File: src/rtl/systolic_ctrl.sv
// Sequencer for a weight-streaming systolic array: clears the cells, reads K operand
// columns/rows, skews them into the array and pulses done. Optional SYSTOLIC_CTRL_PERF_CNT_EN adds run_cycles.
module systolic_ctrl #(
  parameter int ARRAY_WIDTH  = 2,
  parameter int ARRAY_HEIGHT = 2,
  parameter int DATA_WIDTH   = 8,
  parameter int K_WIDTH      = 8
) (
  input  logic                                 clk,
  input  logic                                 reset,
  input  logic                                 start,
  input  logic                                 abort,
  input  logic [K_WIDTH-1:0]                   k_len,
  output logic                                 busy,
  output logic                                 done,
  output logic                                 rd_en,
  output logic [K_WIDTH-1:0]                   rd_k,
  input  logic [DATA_WIDTH*ARRAY_HEIGHT-1:0]   a_rd_data,
  input  logic [DATA_WIDTH*ARRAY_WIDTH-1:0]    b_rd_data,
  output logic                                 work,
  output logic [ARRAY_HEIGHT*ARRAY_WIDTH-1:0]  array_reset_n,
  output logic [DATA_WIDTH*ARRAY_HEIGHT-1:0]   a_array_input,
`ifdef SYSTOLIC_CTRL_PERF_CNT_EN
  output logic [DATA_WIDTH*ARRAY_WIDTH-1:0]    b_array_input,
  output logic [31:0]                          run_cycles
`else
  output logic [DATA_WIDTH*ARRAY_WIDTH-1:0]    b_array_input
`endif
);

  localparam int CW = K_WIDTH + 2;

  localparam logic [2:0] S_IDLE  = 3'd0;
  localparam logic [2:0] S_CLEAR = 3'd1;
  localparam logic [2:0] S_FEED  = 3'd2;
  localparam logic [2:0] S_DRAIN = 3'd3;
  localparam logic [2:0] S_DONE  = 3'd4;

  // The last operand enters row H-1 / column W-1 and must still cross the array.
  localparam logic [CW-1:0] DRAIN_LOAD = CW'(ARRAY_HEIGHT + ARRAY_WIDTH - 2);

  logic [2:0]    state_q, state_d;
  logic [CW-1:0] k_q, k_d;
  logic [CW-1:0] kcnt_q, kcnt_d;
  logic [CW-1:0] drain_q, drain_d;
  logic          rd_vld_q;
  logic          abort_take;

  assign abort_take = abort && ((state_q == S_CLEAR) || (state_q == S_FEED) ||
                                (state_q == S_DRAIN));

  always_comb begin
    state_d = state_q;
    k_d     = k_q;
    kcnt_d  = kcnt_q;
    drain_d = drain_q;
    case (state_q)
      S_IDLE: begin
        if (start) begin
          state_d = S_CLEAR;
          k_d     = {2'b00, k_len};
        end
      end
      S_CLEAR: begin
        kcnt_d  = '0;
        state_d = (k_q == '0) ? S_DONE : S_FEED;
      end
      S_FEED: begin
        if ((kcnt_q + CW'(1)) == k_q) begin
          state_d = S_DRAIN;
          drain_d = DRAIN_LOAD;
        end else begin
          kcnt_d = kcnt_q + CW'(1);
        end
      end
      S_DRAIN: begin
        if (drain_q == '0) begin
          state_d = S_DONE;
        end else begin
          drain_d = drain_q - CW'(1);
        end
      end
      S_DONE:  state_d = S_IDLE;
      default: state_d = S_IDLE;
    endcase
    if (abort_take) begin
      state_d = S_IDLE;
    end
  end

  always_ff @(posedge clk) begin
    if (reset) begin
      state_q  <= S_IDLE;
      k_q      <= '0;
      kcnt_q   <= '0;
      drain_q  <= '0;
      rd_vld_q <= 1'b0;
    end else begin
      state_q  <= state_d;
      k_q      <= k_d;
      kcnt_q   <= kcnt_d;
      drain_q  <= drain_d;
      rd_vld_q <= (state_q == S_FEED) && !abort_take;
    end
  end

  assign busy          = (state_q != S_IDLE);
  assign done          = (state_q == S_DONE);
  assign rd_en         = (state_q == S_FEED);
  assign rd_k          = rd_en ? kcnt_q[K_WIDTH-1:0] : '0;
  assign array_reset_n = (state_q == S_CLEAR) ? '0 : '1;
  // The first FEED cycle has no returned data yet, so work starts one cycle later.
  assign work          = ((state_q == S_FEED) && rd_vld_q) || (state_q == S_DRAIN);

  genvar gi;
  generate
    for (gi = 0; gi < ARRAY_HEIGHT; gi++) begin : g_a_row
      if (gi == 0) begin : g_pass
        assign a_array_input[0 +: DATA_WIDTH] = rd_vld_q ? a_rd_data[0 +: DATA_WIDTH] : '0;
      end else begin : g_skew
        logic [DATA_WIDTH-1:0] dat_q [gi];
        logic [gi-1:0]         vld_q;
        always_ff @(posedge clk) begin
          if (reset || abort_take) begin
            for (int s = 0; s < gi; s++) begin
              dat_q[s] <= '0;
            end
            vld_q <= '0;
          end else begin
            dat_q[0] <= rd_vld_q ? a_rd_data[gi*DATA_WIDTH +: DATA_WIDTH] : '0;
            vld_q[0] <= rd_vld_q;
            for (int s = 1; s < gi; s++) begin
              dat_q[s] <= dat_q[s-1];
              vld_q[s] <= vld_q[s-1];
            end
          end
        end
        assign a_array_input[gi*DATA_WIDTH +: DATA_WIDTH] = vld_q[gi-1] ? dat_q[gi-1] : '0;
      end
    end

    for (gi = 0; gi < ARRAY_WIDTH; gi++) begin : g_b_col
      if (gi == 0) begin : g_pass
        assign b_array_input[0 +: DATA_WIDTH] = rd_vld_q ? b_rd_data[0 +: DATA_WIDTH] : '0;
      end else begin : g_skew
        logic [DATA_WIDTH-1:0] dat_q [gi];
        logic [gi-1:0]         vld_q;
        always_ff @(posedge clk) begin
          if (reset || abort_take) begin
            for (int s = 0; s < gi; s++) begin
              dat_q[s] <= '0;
            end
            vld_q <= '0;
          end else begin
            dat_q[0] <= rd_vld_q ? b_rd_data[gi*DATA_WIDTH +: DATA_WIDTH] : '0;
            vld_q[0] <= rd_vld_q;
            for (int s = 1; s < gi; s++) begin
              dat_q[s] <= dat_q[s-1];
              vld_q[s] <= vld_q[s-1];
            end
          end
        end
        assign b_array_input[gi*DATA_WIDTH +: DATA_WIDTH] = vld_q[gi-1] ? dat_q[gi-1] : '0;
      end
    end
  endgenerate

`ifdef SYSTOLIC_CTRL_PERF_CNT_EN
  logic [31:0] run_cycles_q;

  always_ff @(posedge clk) begin
    if (reset) begin
      run_cycles_q <= '0;
    end else if ((state_q == S_IDLE) && start) begin
      run_cycles_q <= '0;
    end else if (busy && (run_cycles_q != '1)) begin
      run_cycles_q <= run_cycles_q + 32'd1;
    end
  end

  assign run_cycles = run_cycles_q;
`endif

endmodule

File: config.mk
export PLATFORM = sky130hd
export DESIGN_NAME = systolic_ctrl
export DESIGN_NICKNAME = d
export VERILOG_FILES = /design/src/rtl/systolic_ctrl.sv
export SDC_FILE = /design/constraint.sdc
export NUM_CORES = 1
export LEC_CHECK = 0
export ABC_AREA = 1
export BUFFER_PORTS_ARGS = -buffer_cell sky130_fd_sc_hd__buf_2
export CAP_MARGIN = 30
export CORE_UTILIZATION = 35
export CTS_BUF_LIST = sky130_fd_sc_hd__clkbuf_4 sky130_fd_sc_hd__clkbuf_8 sky130_fd_sc_hd__clkbuf_16
export DETAILED_ROUTE_END_ITERATION = 10
export SLEW_MARGIN = 5
export SYNTH_ARGS = -nofsm -noshare
export SYNTH_HDL_FRONTEND = slang
export SYNTH_SLANG_ARGS = --single-unit
File: constraint.sdc
create_clock -name clk -period 3.1 [get_ports clk]
set_input_delay 0.155 -clock clk [delete_from_list [all_inputs] [get_ports clk]]
set_output_delay 0.155 -clock clk [all_outputs]
set_load 0.02 [all_outputs]
Yosys cells after proc, flatten, opt, wreduce, memory -nomap -nowiden
Memory sizes are Yosys's and may differ from the RTL's.
Index checks and enable logic that the tools add are counted.
{"block": "totals", "regBits": 33, "latch_bits": 0, "ram_bits": 16, "rom_bits": 0, "in_bits": 44, "out_inout_bits": 48, "word_cells": 66, "mem_count": 2}
{"block": "classes", "addsub": 2, "mul": 0, "div_mod_pow": 0, "order_cmp": 0, "n_eq_ne": 10, "shifts": 0, "n_mux": 25, "bitwise": 0, "reduce_logical": 21}
{"memory": "g_a_row[1].g_skew.dat_q", "depth": 1, "word_bits": 8, "read_ports": 1, "rd_clocked_by_memory_dff": 0, "write_ports": 1, "line_no": "121", "rtl": "logic [DATA_WIDTH-1:0] dat_q [gi];"}
{"memory": "g_b_col[1].g_skew.dat_q", "depth": 1, "word_bits": 8, "read_ports": 1, "rd_clocked_by_memory_dff": 0, "write_ports": 1, "line_no": "146", "rtl": "logic [DATA_WIDTH-1:0] dat_q [gi];"}
{"op": "$mux 8", "count": 9}
{"op": "$pmux 10 s2", "count": 2}
{"op": "$mux 10", "count": 3}
{"op": "$logic_not 10->1", "count": 2}
{"op": "$reduce_or 8->1", "count": 2}
{"op": "$mux 3", "count": 4}
{"op": "$pmux 3 s4", "count": 1}
{"op": "$add 10x1->10 const B", "count": 1}
{"op": "$eq 10x8->1", "count": 1}
{"op": "$sub 10x1->10 const B", "count": 1}
{"op": "$eq 3x2->1 const B", "count": 2}
{"op": "$ne 2x2->1 const B", "count": 3}
{"op": "$reduce_and 3->1", "count": 2}
{"op": "$mux 1", "count": 5}
{"op": "$logic_or 1x1->1", "count": 4}
{"op": "$mux 4", "count": 1}
{"op": "$ne 2x1->1 const B", "count": 2}
{"op": "$reduce_and 2->1", "count": 2}
{"op": "$reduce_bool 2->1", "count": 2}
{"op": "$eq 3x1->1 const B", "count": 1}
{"op": "$eq 3x3->1 const B", "count": 1}
{"op": "$logic_and 1x1->1", "count": 3}
{"op": "$logic_not 3->1", "count": 1}
{"op": "$reduce_bool 3->1", "count": 1}
{"op": "other kinds (2)", "count": 2}

Logic depth before layout (Yosys ltp)
Gate-level depths: netlist (run 1).
{"block": "logic_depth", "ltp_word": 8, "depth_mapped": 15, "ltp_nobuf": 14}

Worst setup path after synthesis (run 1)
OpenSTA, ideal clock, no wires.
{"block": "synth_path", "kind": "register to register", "start": "reg kcnt_q[0]", "end": "reg kcnt_q[2]", "setup_time_ns": 0.115, "t_arrival_ns": 1.683, "t_required_ns": 2.985, "slack_ns": 1.302, "path_stages_with_launch": 16, "n_path_buf": 1, "period_less_slack_ns": 1.798, "cell_sequence": "dfxtp_1 -> ha_1 -> nand2_1 -> nor2_4 -> nand2_1 -> nand2_1 -> nor2_1 -> nor2_1 -> nand2_1 -> nor2_1 -> nand2_1 -> nand2_4 -> buf_4 -> nand3_1 -> nand2_1 -> nor2_1"}
{"block": "synth_via", "elab_chain_cells": 4, "elab_cells_between_ends": 6, "classes_between": "add/sub (1); eq/ne (2); mux (2); reduce/logical (1)"}
{"item": "start, declared", "line_no": "44", "rtl": "logic [CW-1:0] kcnt_q, kcnt_d;"}
{"item": "start signal, assigned", "line_no": "101", "rtl": "kcnt_q <= kcnt_d;"}
{"item": "$add 10x1->10 *", "line_no": "69, 73"}
{"item": "$eq 10x8->1", "line_no": "69", "rtl": "if ((kcnt_q + CW'(1)) == k_q) begin"}
{"item": "$ne 2x2->1 (no line)"}
{"item": "$reduce_and 2->1 (no line)"}
Mark *: on every way between the ends. The rest lies on a longest branch, timed or not. The select of a mux whose other input is x is not followed.
A chain may end at the register's enable or synchronous reset.

Worst setup path after layout (run 1)
{"block": "layout_path", "start": "reg kcnt_q[0]", "end": "reg drain_q[5]"}
{"block": "layout_via", "elab_chain_cells": 4}
{"item": "$add 10x1->10", "line_no": "69"}
{"item": "$eq 10x8->1", "line_no": "69"}
{"item": "$ne 2x1->1 (no line)"}
{"item": "$reduce_and 3->1 (no line)"}
{"item": "end signal, assigned", "line_no": "102", "rtl": "drain_q <= drain_d;"}
{"item": "end, declared", "line_no": "45", "rtl": "logic [CW-1:0] drain_q, drain_d;"}
No other way between the ends.

==> key figures, run 1 <==
Status
  • Status: finished clean

Placement
  • Port Buffer Count: 91
  • RePlAce Congestion: roughly 0.85
  • Placed Instances: around 630
  • HPWL after DPL: 5.142 mm

Timing
  • Least-Margin Pin Slew: a little under 800 ps
  • Fin crit period: ~2200 ps
  • Final hold violations: 0
  • Final period utilization: 71.19%
  • RSZ-0062 raised after global routing: false
  • TNS Setup: 0 ps
  • Max Slew Vio Count: 0
  • Setup Skew: 6.572 ps
  • FMAX: around 0.45 GHz
  • Final setup fails: 0
  • Slew headroom: ~48%

Drt
  • Antenna viol nets, final: 0
  • Final WL: 6.785 mm
  • Vias: between 2000 and 3000
  • Drt pass-1 iters: 4
  • Drt via density: approximately 4.5
  • DRC: 0
  • DR WL/cell: about 11 um
  • Initial DRC Count: 142

Floorplanning
  • Die ar.: 8348 um2
  • Die H: a little over 90 um
  • Die Wd: ~90 um
  • Ports: 92
  • Initial core utilization: 36.17%
  • Core box area: 7727 um2
  • Std cell rows: 32

Layout
  • Area of the multi-input gates: 1358 um2
  • Reg area: 980.9 um2
  • Final core occ: 43.54%
  • # diodes: 0
  • Share of cells above drive strength 1: ~22%
  • Area growth syn-to-layout: 20.37%
  • Layout net count: just under 600
  • Layout Cells excl Fill: 641
  • Fillers: 858

Critical path
  • Crit-path max cell delay: 430 ps
  • Slowest CP cell: dfxtp_1
  • CP Data Arrival Time: 2410 ps
  • WP buf/inv: 0
  • Critical path class: flop to flop
  • Crit path cell chain: ha_1, nand2_1, nor2_4, nand2_1, nand2_1, nor2_1, nor2_1, nand2_1, nor2_1, nand2_1, nand2_4, nand3_1, nand2_1, nor2_1
  • Most frequent CP cell: nand2_1
  • Worst R2R Path Depth: 14
  • Crit path required time: 3300 ps
  • Max FO, Critical Path: 40
  • Worst setup SP type: flop
  • R2r endpoint: drain_q[5]
  • Crit. End Element: flop
  • Worst r2r src: kcnt_q[0]
  • Delay-heaviest family, CP: simple AND/OR/NAND/NOR gates
  • Reg-to-reg setup timing slack: 890 ps

Min path
  • WHS Endpoint: kcnt_q[9]
  • HP Start: reset
  • Hold Path Cell Cnt: 2
  • Worst hold path class: primary input to flop

Synth
  • Netlist cell types: 30
  • Register bit count reported by yosys: 49
  • Synthesized instance count: between 400 and 500
  • Synth warn: 0
  • Top_reg_cell synth: dfxtp_1
  • Top post-synthesis cells by area: dfxtp_1 (35%), nand2_1 (15%), inv_1 (12%)
  • Cell taking the most area after synthesis: dfxtp_1
  • Post-Syn Area: 2795 um2
  • Number of synthesized flops with an enable pin: 0
  • Mapped Nets: 505
  • Share of the synthesized area in the top cell type: 35.09%
  • Async S/R FF share, synth: 0%
  • Commonest cells post-synth: nand2_1 (112), inv_1 (86), nor2_1 (72), dfxtp_1 (49), nand3_1 (43)
  • Syn avg cell area: 6.090 um2
  • Register area share after synthesis: between 30% and 40%
  • Cell with the most instances after synthesis: nand2_1

Pwr
  • Pleak: 1.939 nW
  • VDD IR max: 0.3352 mV
  • PD cells: around 580 nW/um2

Global routing
  • GR Util All Layers: approximately 16%
  • Vias in the first global route: 2546
  • Grt total ovfl: 0
  • Initial antenna violation count: 0
  • Largest net degree at the start of global routing: 41
  • First-pass GRT wire length: 11.12 mm

Clock network
  • Hold-fix buffers, CTS: 0
  • CTS max path bufs: 2
  • Clock sinks: about 50
  • Clk_lat worst skew: roughly 300 ps
  • Post-CTS sizing: 0
  • Clock Pin Slew Worst Setup and Hold Paths: 100 ps
  • H-tree depth: 2
  • Setup bufs post-CTS: 0
  • TritonCTS Buffers: 5
  • Clock Tree Root: clkbuf_8
  • CTS tree: done

Job
  • Max Cap Viol: 0
## cell type report
| class | count | area share [%] |
|---|---|---|
| well taps | 102 | 3.793 |
| clock inverters | 3 | 0.7438 |
| repair buffers | 93 | 13.98 |
| inverters | 89 | 9.929 |
| clock buffers | 5 | 2.045 |
| flip-flops and latches | 49 | 29.16 |
| multi-input cells | 300 | 40.35 |
## placed cells by master (no fill, tap or decap)
cell and n:
inv_1 86, buf_4 2, dfxtp_1 49, nand2_1 112, nand2_4 1, nand3_1 43, clkbuf_8 5, ha_1 2
inv_2 1, a211oi_1 1, a31o_2 1, a21oi_1 32, o211ai_1 1, nand3b_1 1, nor2_1 72, nor3_1 2
nand3_2 3, clkinvlp_4 1, clkinv_1 2, a21oi_2 1, nor2_4 2, o21ai_1 1, xor2_1 1, o21ai_0 12
inv_6 2, or2_2 2, nand2_2 1, nand4_1 6, nor3_2 1, nor2_2 2, buf_2 91
## flip-flops by register name (all words and copies together) (netlist names)
name and cells:
state_q 3, k_q 8, drain_q 10, g_b_col.g_skew.dat_q 8, rd_vld_q 1, g_a_row.g_skew.dat_q 8, kcnt_q 10, g_b_col.g_skew.vld_q 1
## power breakdown
group | total (mW) | internal, mW | switching [mW] | leakage (nW)
logic | 0.744 | 0.265 | 0.479 | 1.49
registers | 0.801 | 0.712 | 0.0892 | 0.399
clock network | 0.398 | 0.165 | 0.233 | 0.0452
## stage by stage
step	hold WS (ps)	setup WS, ps	total power [mW]	cell area (um2)
6_report	40.18	893.0	1.944	3364
5_1_grt	26.86	645.5	2.098	3364
4_1_cts	24.29	906.2	1.961	3364
3_5_place_dp	359.5	924.1	1.560	3271
3_3_place_gp	359.4	1024	1.552	3271
2_1_floorplan	224.1	1302	1.406	2795
## per-layer routing
layer,vias up,wire (um),GRT usage [%],share of wire (%)
met5,-,0,0,0
met4,0,97,5.423,1.4
met3,9,178,2.261,2.6
met2,33,3447,29.48,51
met1,1320,3061,19.81,45
li1,1548,-,-,-
## logic make-up (layout without fill, tap and decap cells)
| family | after synthesis | count (layout) | synth area share, % |
|---|---|---|---|
| buf+inv | 110 | 190 | 16.34 |
| compound gates | 49 | 49 | 9.221 |
| simple gates | 248 | 248 | 38.14 |
| flops | 49 | 49 | 35.09 |
| fa+ha+maj | 2 | 2 | 0.8951 |
| xor+xnor | 1 | 1 | 0.3134 |
## how the worst max path moves through the flow
stage	start	to	depth (start not counted)
floorplan	kcnt_q[0]	kcnt_q[2]	15
global placement	kcnt_q[0]	kcnt_q[5]	13
detailed placement	kcnt_q[0]	drain_q[5]	14
CTS	kcnt_q[0]	drain_q[5]	14
global route	kcnt_q[0]	drain_q[5]	14
finish	kcnt_q[0]	drain_q[5]	14
No activity file was read; power rests on OpenSTA's default activity.
==> inputs of run 2 (changes only) <==
clock period = 2.2 ns   (was 3.1 ns; I/O delays follow)
==> run 2 against run 1 <==
  * Global-route usage rose by 0.59 points
  * Critical path depth did not move
  * First-iteration DRC count rose by 3.5%
  * Wire length rose by 5.9%
  * Worst hold slack got worse by 33 ps
  * Power rose by 50%
  * Register-to-register slack got worse by 720 ps
  * Fmax rose by 9.0%
  * Critical path type unchanged
  * Cell count rose by 1.6%
  * Combinational power rose by 52%
  * Clock power rose by 68%
  * Core utilization rose by 1.9 points
==> key figures, run 2 (synthesized netlist as in run 1, its figures left out) <==
Status
  • Status: finished clean

Layout
  • Final instance area: 3511 um2
  • Most frequent cells in the layout: nand2_1 (111), buf_2 (91), inv_1 (85)
  • Layout net count: slightly below 600
  • Largest regs: drain_q x10, kcnt_q x10
  • Most common cell after layout, fill and taps aside: nand2_1
  • Area growth syn-to-layout: 25.60%
  • Share of cells above drive strength 1: 22.40%
  • # diodes: 0

Global routing
  • First-pass GRT wire length: between 10 and 15 mm
  • Largest net degree at the start of global routing: 41
  • Vias in the first global route: 2685
  • Grt total ovfl: 0
  • GR Util All Layers: 16.92%
  • Initial antenna violation count: 0

Drt
  • Drt pass-1 iters: 4
  • Vias: about 3000
  • DRC: 0
  • DR WL/cell: 11.04 um
  • Antenna viol nets, final: 0
  • Initial DRC Count: ~150
  • Final WL: around 7.2 mm
  • Drt via density: between 4 and 5

Timing
  • Setup Skew: ~7.1 ps
  • Least-Margin Pin Slew: 539.3 ps
  • Final hold violations: 0
  • Max Slew Vio Count: 0
  • Final setup fails: 0
  • FMAX: 0.4939 GHz
  • TNS Setup: 0 ps
  • Hold WS: 6.903 ps
  • Fin crit period: 2025 ps
  • Final period utilization: 92.03%
  • Setup ws final: about 180 ps
  • Slew headroom: between 60% and 70%

Critical path
  • Worst r2r src: kcnt_q[1]
  • Worst setup path startpoint: kcnt_q[1]
  • Max FO, Critical Path: 20
  • Crit path required time: 2420 ps
  • Crit. End Element: flop
  • Critical path class: flop to flop
  • CP Data Arrival Time: around 2200 ps
  • Worst setup SP type: flop

Floorplanning
  • Ports: 92
  • Die H: 91.37 um
  • Core box area: 7727 um2
  • Std cell rows: 32
  • Die ar.: 8348 um2
  • Die Wd: slightly above 90 um
  • Initial core utilization: 36.17%

Placement
  • HPWL after DPL: 5.122 mm
  • Worst slack, placed: 108.7 ps
  • RePlAce Congestion: approximately 0.85
  • Port Buffer Count: 91
  • Cell Area, Placed: ~3300 um2

Pwr
  • Final Power: between 2 and 3 mW
  • PD cells: around 830 nW/um2
  • Pleak: around 2.0 nW
  • VDD IR max: 0.3413 mV

Clock network
  • Clock Pin Slew Worst Setup and Hold Paths: ~100 ps
  • Clk_lat worst skew: 310 ps
  • Setup bufs post-CTS: 0
  • Clock sinks: 49
  • CTS tree: done
  • Clock Tree Root: clkbuf_8
  • TritonCTS Buffers: 5
  • CTS max path bufs: 2
  • H-tree depth: 2

Job
  • Max Cap Viol: 0

Min path
  • HP Start: a_rd_data[13]
  • Worst hold path class: primary input to flop
run 2: cell types whose count changed in the layout (fill, tap and decap cells not counted), sizes merged:
cell,before,now
dlygate4sd3,0,6
buf,93,95
inv,89,87
nand2,114,116
bufinv,0,1
clkinv,2,3
run 2: power by group:
group | switching, mW | internal [mW]
Clock | 0.329 | 0.341
Sequential | 0.119 | 1.00
Combinational | 0.725 | 0.405
Total | 1.17 | 1.75
run 2: routing by layer:
metal	track usage (%)	part of all wire (%)	up-vias	wire length [um]
met5	0	0	-	0
met4	6.349	1.7	0	125
met3	2.094	3.0	10	215
met2	30.11	50	42	3568
met1	20.74	46	1362	3277
li1	-	-	1577	-
run 2: repair_timing:
item | CTS | global route
endpoints found under the setup margin | 0 | 22
resized for setup | 0 | 6
endpoints found under the hold margin | 7 | 0
hold buffers | 6 | 0
run 2: metrics by stage:
step | utilization [%] | instances
after floorplan | - | 459
after global placement | 42.52 | 635
after detailed placement | 42.52 | 635
final | 45.43 | 651
after global routing | 45.43 | 651
after CTS | 44.79 | 649
run 2: critical path, stage by stage (launching register included):
cell     delay, ps
dfxtp_1        410
ha_2           250
nand2_1        130
nor2_4         130
nand2_1         60
nand2_1         80
nor2_1          40
nor2_1         100
nand2_1         60
nor2_1         160
nand2_4        140
nand2_8        180
nand3_1         90
nand2_1         60
nor2_1          40
run 2: worst paths after layout:
kind / slack (ps) / cells after the start / to
hold / removal: 7 / 3 / g_a_row[1].g_skew.dat_q[0][5]
hold reg to reg: 490 / 2 / drain_q[0]
setup / recovery: 180 / 14 / kcnt_q[1]
setup reg to reg: 180 / 14 / kcnt_q[1]
run 2: cell type report:
type	count	area (um2)
fillers	815	4217
clock inverters	3	46.29
multi-input cells	302	1408
inverters	89	334.1
well taps	102	127.6
repair buffers	101	545.5
flip-flops and latches	49	980.9
clock buffers	5	68.82
==> inputs of run 3 (changes only) <==
--- a/config.mk
+++ b/config.mk
@@ -10,5 +10,9 @@
 export CAP_MARGIN = 30
-export CORE_UTILIZATION = 35
+export CELL_PAD_IN_SITES_DETAIL_PLACEMENT = 1
+export CELL_PAD_IN_SITES_GLOBAL_PLACEMENT = 2
+export CORE_UTILIZATION = 25
 export CTS_BUF_LIST = sky130_fd_sc_hd__clkbuf_4 sky130_fd_sc_hd__clkbuf_8 sky130_fd_sc_hd__clkbuf_16
 export DETAILED_ROUTE_END_ITERATION = 10
+export GPL_TIMING_DRIVEN = 0
+export PLACE_DENSITY_LB_ADDON = 0.1
 export SLEW_MARGIN = 5
==> constraint.sdc (replaced) <==
create_clock -name clk -period 2.2 [get_ports clk]
set_input_delay 0.44 -clock clk [delete_from_list [all_inputs] [get_ports clk]]
set_output_delay 0.44 -clock clk [all_outputs]
set_load 0.02 [all_outputs]
==> run 3 against run 2 <==
  * Count of clock-buffer cells in the layout increased by 2
  * Clock power decreased by 14%
  * Via count rose by 1.6%
  * Sequential power hardly changed
  * Fmax shrank 2.9%
  * Highest routed layer unchanged
==> key figures, run 3 (synthesized netlist as in run 1, its figures left out) <==
Timing
  • RSZ-0062 raised after global routing: false
  • Final setup fails: 0
  • Setup Skew: 11.22 ps
  • Hold WS: 314.3 ps
  • Final hold violations: 0
  • FMAX: 0.4795 GHz
  • Slew headroom: 63.15%
  • Final period utilization: roughly 95%
  • Setup ws final: 114.6 ps
  • Least-Margin Pin Slew: around 550 ps
  • Fin crit period: 2085 ps
  • Max Slew Vio Count: 0

Drt
  • Vias: about 3000
  • Drt via density: 4.354
  • Initial DRC Count: 74
  • Final WL: between 8 and 9 mm
  • DRC: 0
  • Drt pass-1 iters: 4
  • Antenna viol nets, final: 0
  • DR WL/cell: 12.50 um

Floorplanning
  • Initial core utilization: 25.67%
  • Ports: just over 90
  • Die ar.: around 12000 um2
  • Die Wd: 107.7 um
  • Std cell rows: 38
  • Core box area: roughly 11000 um2
  • Die H: 107.7 um

Clock network
  • CTS tree: done
  • Hold-fix buffers, CTS: 0
  • Clock sinks: 49
  • Clock Tree Root: clkbuf_8
  • Clk_lat worst skew: 320 ps
  • TritonCTS Buffers: 5
  • Clock Pin Slew Worst Setup and Hold Paths: 90 ps
  • CTS max path bufs: 2
  • H-tree depth: 2

Placement
  • Worst slack, placed: -1.848 ps
  • RePlAce Congestion: a little under 0.8
  • HPWL after DPL: 6.857 mm
  • Port Buffer Count: 91
  • Placed Instances: 690

Critical path
  • Crit path cell chain: nor2_2, nand2_2, buf_2, o21ai_0, buf_2
  • Crit path required time: 1760 ps
  • Slowest CP cell: dfxtp_1
  • Delay-heaviest family, CP: buffers and inverters
  • Critical path class: flop to output port
  • Max FO, Critical Path: 10
  • Crit-path max cell delay: 340 ps
  • WP buf/inv: 2
  • Crit. End Element: output port
  • Worst R2R Path Depth: 15
  • Most frequent CP cell: buf_2
  • WP depth: 5
  • CP Data Arrival Time: approximately 1700 ps
  • Worst setup SP type: flop

Global routing
  • GR Util All Layers: 15.92%
  • First-pass GRT wire length: 14.31 mm
  • Initial antenna violation count: 0
  • Vias in the first global route: approximately 3000
  • Largest net degree at the start of global routing: 15
  • Grt total ovfl: 0

Layout
  • Layout Cells excl Fill: 698
  • Largest regs: drain_q x10, kcnt_q x10
  • Most frequent cells in the layout: nand2_1 (111), buf_2 (94), inv_1 (86)
  • Fillers: 1485
  • Area growth syn-to-layout: 27.04%
  • Most common cell after layout, fill and taps aside: nand2_1
  • Final core occ: 32.61%
  • Share of cells above drive strength 1: a little under a quarter
  • Layout net count: 603
  • # diodes: 0

Pwr
  • Pleak: 2.005 nW
  • PD cells: 813.9 nW/um2
  • Final Power: 2.890 mW
  • VDD IR max: 0.2397 mV

Status
  • Status: finished clean

Min path
  • Worst hold path class: primary input to flop
  • Hold Path Cell Cnt: 2

Job
  • Max Cap Viol: 0
run 3: changes by cell type in the layout (fill, tap and decap cells not counted), sizes merged:
cell         delta
bufinv          -1
buf             +7
nand2           -2
clkinv          -1
clkbuf         +12
dlygate4sd3     -6
run 3: per-stage QoR:
step           setup TNS [ps]  instance area, um2
2_1_floorplan               0                2795
4_1_cts                     0                3525
3_5_place_dp           -1.968                3426
5_1_grt                     0                3551
6_report                    0                3551
3_3_place_gp           -354.5                3426
run 3: timing repair:
action | in CTS | in global routing
setup endpoints to repair | 22 | 44
resized for setup | 4 | 13
setup buffers | 0 | 0
run 3: final cells by class:
type	instances	area, um2	area share, %
plain buffers	21	131.4	3.700
inverters	89	334.1	9.408
flip-flops and latches	49	988.4	27.84
clock buffers	7	83.83	2.361
clock inverters	1	7.507	0.2114
multi-input cells	300	1375	38.72
repair buffers	91	455.4	12.83
well taps	140	175.2	4.933
run 3: power breakdown:
group          internal [mW]  switching, mW  total (mW)
sequential              1.01          0.116        1.13
clock                  0.251          0.322       0.573
combinational          0.437          0.754        1.19
total                   1.70           1.19        2.89
run 3: path summary, 6_finish.rpt:
kind,from,end,slack [ps]
worst min-delay path,reset,kcnt_q[9],310
worst min register to register,drain_q[0],drain_q[0],500
worst max-delay path,state_q[0],work,110
worst max register to register,kcnt_q[0],kcnt_q[7],250
run 3: per-layer routing:
| layer | global-route usage (%) | routed length (um) | vias to the layer above |
|---|---|---|---|
| met3 | 3.148 | 249 | 7 |
| li1 | - | - | 1591 |
| met5 | 0 | 0 | - |
| met4 | 3.816 | 81 | 0 |
| met2 | 28.34 | 4429 | 44 |
| met1 | 19.45 | 3965 | 1397 |
